## src/rtl/arb_mux_n_pkg.sv

```systemverilog
// Shared constants and types for the arbitrating multiplexer.
// Holds the arbitration mode codes, the output stage state type and the select-width helper.
package arb_mux_n_pkg;

    localparam int ARB_FIXED = 0;
    localparam int ARB_RR    = 1;

    typedef enum logic {
        ST_EMPTY = 1'b0,
        ST_FULL  = 1'b1
    } stage_t;

    // Width of a channel index; a single channel still needs one bit.
    function automatic int sel_width(input int n);
        return (n > 1) ? $clog2(n) : 1;
    endfunction

endpackage

```

## src/rtl/rr_arbiter_n.sv

```systemverilog
// Combinational grant logic plus the round-robin priority pointer.
// Produces a one-hot grant and its binary index; the pointer moves only on a transfer.
module rr_arbiter_n
    import arb_mux_n_pkg::*;
#(
    parameter int CHANNELS = 4,
    parameter int MODE     = ARB_RR,
    parameter int SELW     = sel_width(CHANNELS)
) (
    input  logic                CLK,
    input  logic                RST,
    input  logic [CHANNELS-1:0] req,
    input  logic                advance,
    output logic [CHANNELS-1:0] grant,
    output logic [SELW-1:0]     grant_idx
);

    logic [SELW-1:0]     ptr;
    logic [CHANNELS-1:0] above_ptr;
    logic [CHANNELS-1:0] masked;
    logic [CHANNELS-1:0] pool;

    // Channels strictly above the last winner get first chance; fixed mode never masks.
    always_comb begin
        above_ptr = '0;
        for (int i = 0; i < CHANNELS; i++) begin
            above_ptr[i] = (MODE == ARB_RR) && (i > int'(ptr));
        end
    end

    assign masked = req & above_ptr;

    // NOTE: every output of a combinational block gets a default first so no latch is inferred.
    always_comb begin
        grant     = '0;
        grant_idx = '0;
        pool      = (|masked) ? masked : req;
        for (int i = CHANNELS - 1; i >= 0; i--) begin
            if (pool[i]) begin
                grant     = '0;
                grant[i]  = 1'b1;
                grant_idx = SELW'(i);
            end
        end
    end

    // NOTE: sequential state uses non-blocking assignments so all flops update together.
    always_ff @(posedge CLK or posedge RST) begin
        if (RST) begin
            ptr <= SELW'(CHANNELS - 1);
        end else if (advance) begin
            ptr <= grant_idx;
        end
    end

endmodule

```

## src/rtl/arb_mux_n.sv

```systemverilog
// Registered N-channel arbitrating multiplexer with valid/ready on every side.
// The arbiter picks a requester; the winning word sits in the output register until accepted.
module arb_mux_n
    import arb_mux_n_pkg::*;
#(
    parameter int BITS     = 4,
    parameter int CHANNELS = 4,
    parameter int MODE     = ARB_RR,
    parameter int SELW     = sel_width(CHANNELS)
) (
    input  logic                     CLK,
    input  logic                     RST,
    input  logic [CHANNELS*BITS-1:0] IN_DATA,
    input  logic [CHANNELS-1:0]      IN_VALID,
    output logic [CHANNELS-1:0]      IN_READY,
    output logic [BITS-1:0]          OUT_DATA,
    output logic [SELW-1:0]          OUT_SEL,
    output logic                     OUT_VALID,
    input  logic                     OUT_READY
);

    stage_t              state;
    stage_t              state_next;
    logic                load_en;
    logic                xfer;
    logic [CHANNELS-1:0] grant;
    logic [SELW-1:0]     grant_idx;

    rr_arbiter_n #(
        .CHANNELS (CHANNELS),
        .MODE     (MODE),
        .SELW     (SELW)
    ) u_arbiter (
        .CLK       (CLK),
        .RST       (RST),
        .req       (IN_VALID),
        .advance   (xfer),
        .grant     (grant),
        .grant_idx (grant_idx)
    );

    // The stage accepts when empty, or when full and being drained this cycle.
    assign load_en  = (state == ST_EMPTY) || OUT_READY;
    assign IN_READY = (load_en && !RST) ? grant : '0;
    assign xfer     = |IN_READY;

    always_comb begin
        state_next = state;
        if (xfer) begin
            state_next = ST_FULL;
        end else if (OUT_READY) begin
            state_next = ST_EMPTY;
        end
    end

    always_ff @(posedge CLK or posedge RST) begin
        if (RST) begin
            state <= ST_EMPTY;
        end else begin
            state <= state_next;
        end
    end

    always_ff @(posedge CLK or posedge RST) begin
        if (RST) begin
            OUT_DATA <= '0;
            OUT_SEL  <= '0;
        end else if (xfer) begin
            OUT_DATA <= IN_DATA[int'(grant_idx)*BITS +: BITS];
            OUT_SEL  <= grant_idx;
        end
    end

    assign OUT_VALID = (state == ST_FULL);

    a_ready_onehot : assert property (@(posedge CLK) disable iff (RST) $onehot0(IN_READY));
    a_ready_needs_valid : assert property (@(posedge CLK) disable iff (RST) (IN_READY & ~IN_VALID) == '0);

endmodule

```

## config.mk

```make
export PLATFORM = sky130hd
export DESIGN_NAME = arb_mux_n
export DESIGN_NICKNAME = d
export VERILOG_FILES = /design/src/rtl/arb_mux_n_pkg.sv /design/src/rtl/rr_arbiter_n.sv /design/src/rtl/arb_mux_n.sv
export SDC_FILE = /design/constraint.sdc
export NUM_CORES = 1
export LEC_CHECK = 0
export BUFFER_PORTS_ARGS = -buffer_cell sky130_fd_sc_hd__buf_2
export CELL_PAD_IN_SITES_DETAIL_PLACEMENT = 0
export CELL_PAD_IN_SITES_GLOBAL_PLACEMENT = 1
export CORE_AREA = 2 2 50 52
export DETAILED_ROUTE_END_ITERATION = 8
export DIE_AREA = 0 0 52 54
export HOLD_SLACK_MARGIN = 0.15
export PLACE_DENSITY_LB_ADDON = 0.1
export SLEW_MARGIN = 5
export SYNTH_ARGS = -nofsm -noshare
export SYNTH_HDL_FRONTEND = slang
export SYNTH_SLANG_ARGS = --single-unit
```

## constraint.sdc

```tcl
create_clock -name CLK -period 2 [get_ports CLK]
set_input_delay 0.1 -clock CLK [delete_from_list [all_inputs] [get_ports CLK]]
set_output_delay 0.1 -clock CLK [all_outputs]
set_load 0.01 [all_outputs]
```

==> results.toml <==
[setup_path]
critPathMaxStageDelay_ns = 0.61
arrival_ns = 1.68
worstPathRequired_ns = 1.90
cp-end-kind = "output port"
r2r-start = "u_arbiter.ptr[1]$_DFFE_PP1P_"
worstSetupPathType = "reg -> out"
start_kind = "flip-flop"
cp_cell_sequence = "a21oi_1 > o31ai_1 > nor3b_1 > buf_2"
critPathSlowestCell = "dfstp_2"
crit_path_start = "u_arbiter.ptr[1]$_DFFE_PP1P_"
cp_max_fo = 9

[pwr]
ir_drop_mv = 0.405
total_power_w = 0.000774
power.density_nw_per_um2 = 826
p_leak_nw = 0.452

[sta]
slew_headroom_pct = 63.1
hold_viol = 0
tightest_slew_ns = 0.549
rsz0062_at_grt = "false"
fin_setup_tns_ns = 0
fin_crit_sh_pct = 89.0
setup_viol = 0
fmax_mhz = 562
fin_skew_ns = 0.00118
slew_viol_final = 0
period_needed_ns = 1.78

[floorplanning]
die_y_um = 54
rows = 18
ios = 34
coreArea_um2 = 2320
fp.dieArea_um2 = 2810
chipWidth_um = 52
start_util_pct = 29.2

[clock_network]
cts_resized = 0
cts_hold_buf = 2
post_cts_buffers = 0
cts.path.max_buffers = 2
cts_root_buf = "clkbuf_4"
path_clk_slew_ns = 0.06
htree_num_levels = 1
cts_buffers = 3
clkSinkCount = 9
clk_latency_ns = 0.25
cts_tree = "done"

[synth]
synth_cells = 73
synth_seq_cells = 9
synth-xor-area-share_pct = 0
ys_warn_count = 0
syn_area_per_cell_um2 = 9.29
synthMuxAreaShare_pct = 13.3
async_flop_share_pct = 100
yosys.area_share.adder_pct = 0
synth_compound_area_share_pct = 27.1
ys_seq_area_share_pct = 33.6
synth_top_family_by_area = "compound AO/OA/AOI/OAI gates"
synth_edf_count = 0
synth_cell_type_count = 28
ys.flop_type = "dfrtp_1"
synth_nets = 96
synth-simple-area-share_pct = 22.5
syn_area_um2 = 678

[route]
wl_per_cell_um = 11.9
drt-initial-drc-count = 1
firstDrtPassIters = 3
vias = 694
route.detailed.drc = 0
viasPerCell = 4.85
wl_mm = 1.71
ant_nets = 0

[cells_and_area]
final_common_cell = "buf_2"
nFillCells = 247
multi_input_area_um2 = 427
nNetsFinal = 137
layout-drive-gt1-share_pct = 43.4
antenna_cells = 0
syn_to_final_growth_pct = 38.2
mostFrequentLayoutCells = "buf_2 (33), nand2_1 (12), mux2i_1 (9)"
seq_area_um2 = 228

[placed_design]
port_buffers = 33
place_hpwl_mm = 1.39
place_congestion = 0.689

[worst_hold_path]
hold_path.class = "in -> reg"
hp-start = "IN_DATA[7]"

[grt]
grt_pass1_wl_mm = 2.99
grt_util_all_layers_pct = 14.5
grt_pass1_vias = 668
grt_start_max_net_pins = 10
antenna_found_initial = 0
grt.overflow.total = 0

[flow_run]
max-cap-violations = 0

[run_status]
status = "finished, final reports clean"
## critical path, delay by kind of cell, from the launching register on
kind | cells | cell delay, ns
AOI/OAI and AO/OA | 2 | 0.57
buffers and inverters | 1 | 0.16
DFF | 1 | 0.61
and+or+nand+nor | 1 | 0.09
## synth_stat cells, drive strengths merged, types with 2 or more instances
master | n | area share [%]
nor3b | 2 | 2.2
o21ai | 5 | 3.7
nand2 | 12 | 6.6
o221ai | 4 | 8.9
inv | 3 | 1.7
dfrtp | 7 | 26
nand3b | 2 | 2.2
nor2 | 6 | 3.7
a21boi | 2 | 2.2
buf | 2 | 1.8
dfstp | 2 | 7.7
mux2i | 9 | 13
a21oi | 3 | 2.2
nand2b | 4 | 3.7
o31ai | 2 | 3.0
## flip-flops by register name (all words and copies together) (netlist names)
register / flops
OUT_SEL: 2
OUT_DATA: 4
u_arbiter.ptr: 2
OUT_VALID: 1
## where the power goes
part           switching, W  total [W]  internal (W)
combinational      0.000183   0.000353      0.000170
sequential        0.0000433   0.000284      0.000241
clock             0.0000607   0.000137     0.0000767
total              0.000287   0.000774      0.000487
## logic make-up after synthesis
kind of cell	count (synthesis)
and+or+nand+nor	30
AOI/OAI and AO/OA	20
muxes	9
DFF	9
buffers and inverters	5
## metal layers
| layer | global-route usage (%) | vias to the layer above | share of wire, % |
|---|---|---|---|
| li1 | - | 345 | - |
| met1 | 19.4 | 329 | 45 |
| met2 | 23.2 | 18 | 50 |
| met3 | 1.67 | 2 | 4.3 |
| met4 | 6.58 | 0 | 0.59 |
| met5 | 0 | - | 0 |
## stage by stage
stage	worst slack (ns)	util, %	hold slack (ns)	std cells	instance area (µm²)
floorplan	0.219	-	-0.0605	73	678
global placement	0.281	38.4	0.119	137	891
detailed placement	0.244	38.4	0.123	137	891
CTS	0.194	40.4	0.159	143	937
global route	0.0459	40.4	0.171	143	937
finish	0.219	40.4	0.162	143	937
## cell type report
type                       count  share of cell area (%)
multi-input combinational     59                    45.5
sequential                     9                    24.3
timing repair buffer          38                    22.2
tap                           30                    4.01
clock buffer                   4                    2.80
inverter                       3                    1.20
## worst paths after layout
check	endpoint	slack, ns	depth (start not counted)
min in group asynchronous	OUT_VALID$_DFFE_PP0P_	0.39	4
max in group asynchronous	u_arbiter.ptr[1]$_DFFE_PP1P_	1.39	4
worst min-delay path	OUT_DATA[3]$_DFFE_PP0P_	0.16	3
worst max register to register	OUT_DATA[0]$_DFFE_PP0P_	0.26	5
worst max-delay path	IN_READY[2]	0.22	4
worst min register to register	OUT_SEL[1]$_DFFE_PP0P_	0.49	2
No activity file was read; power rests on OpenSTA's default activity.
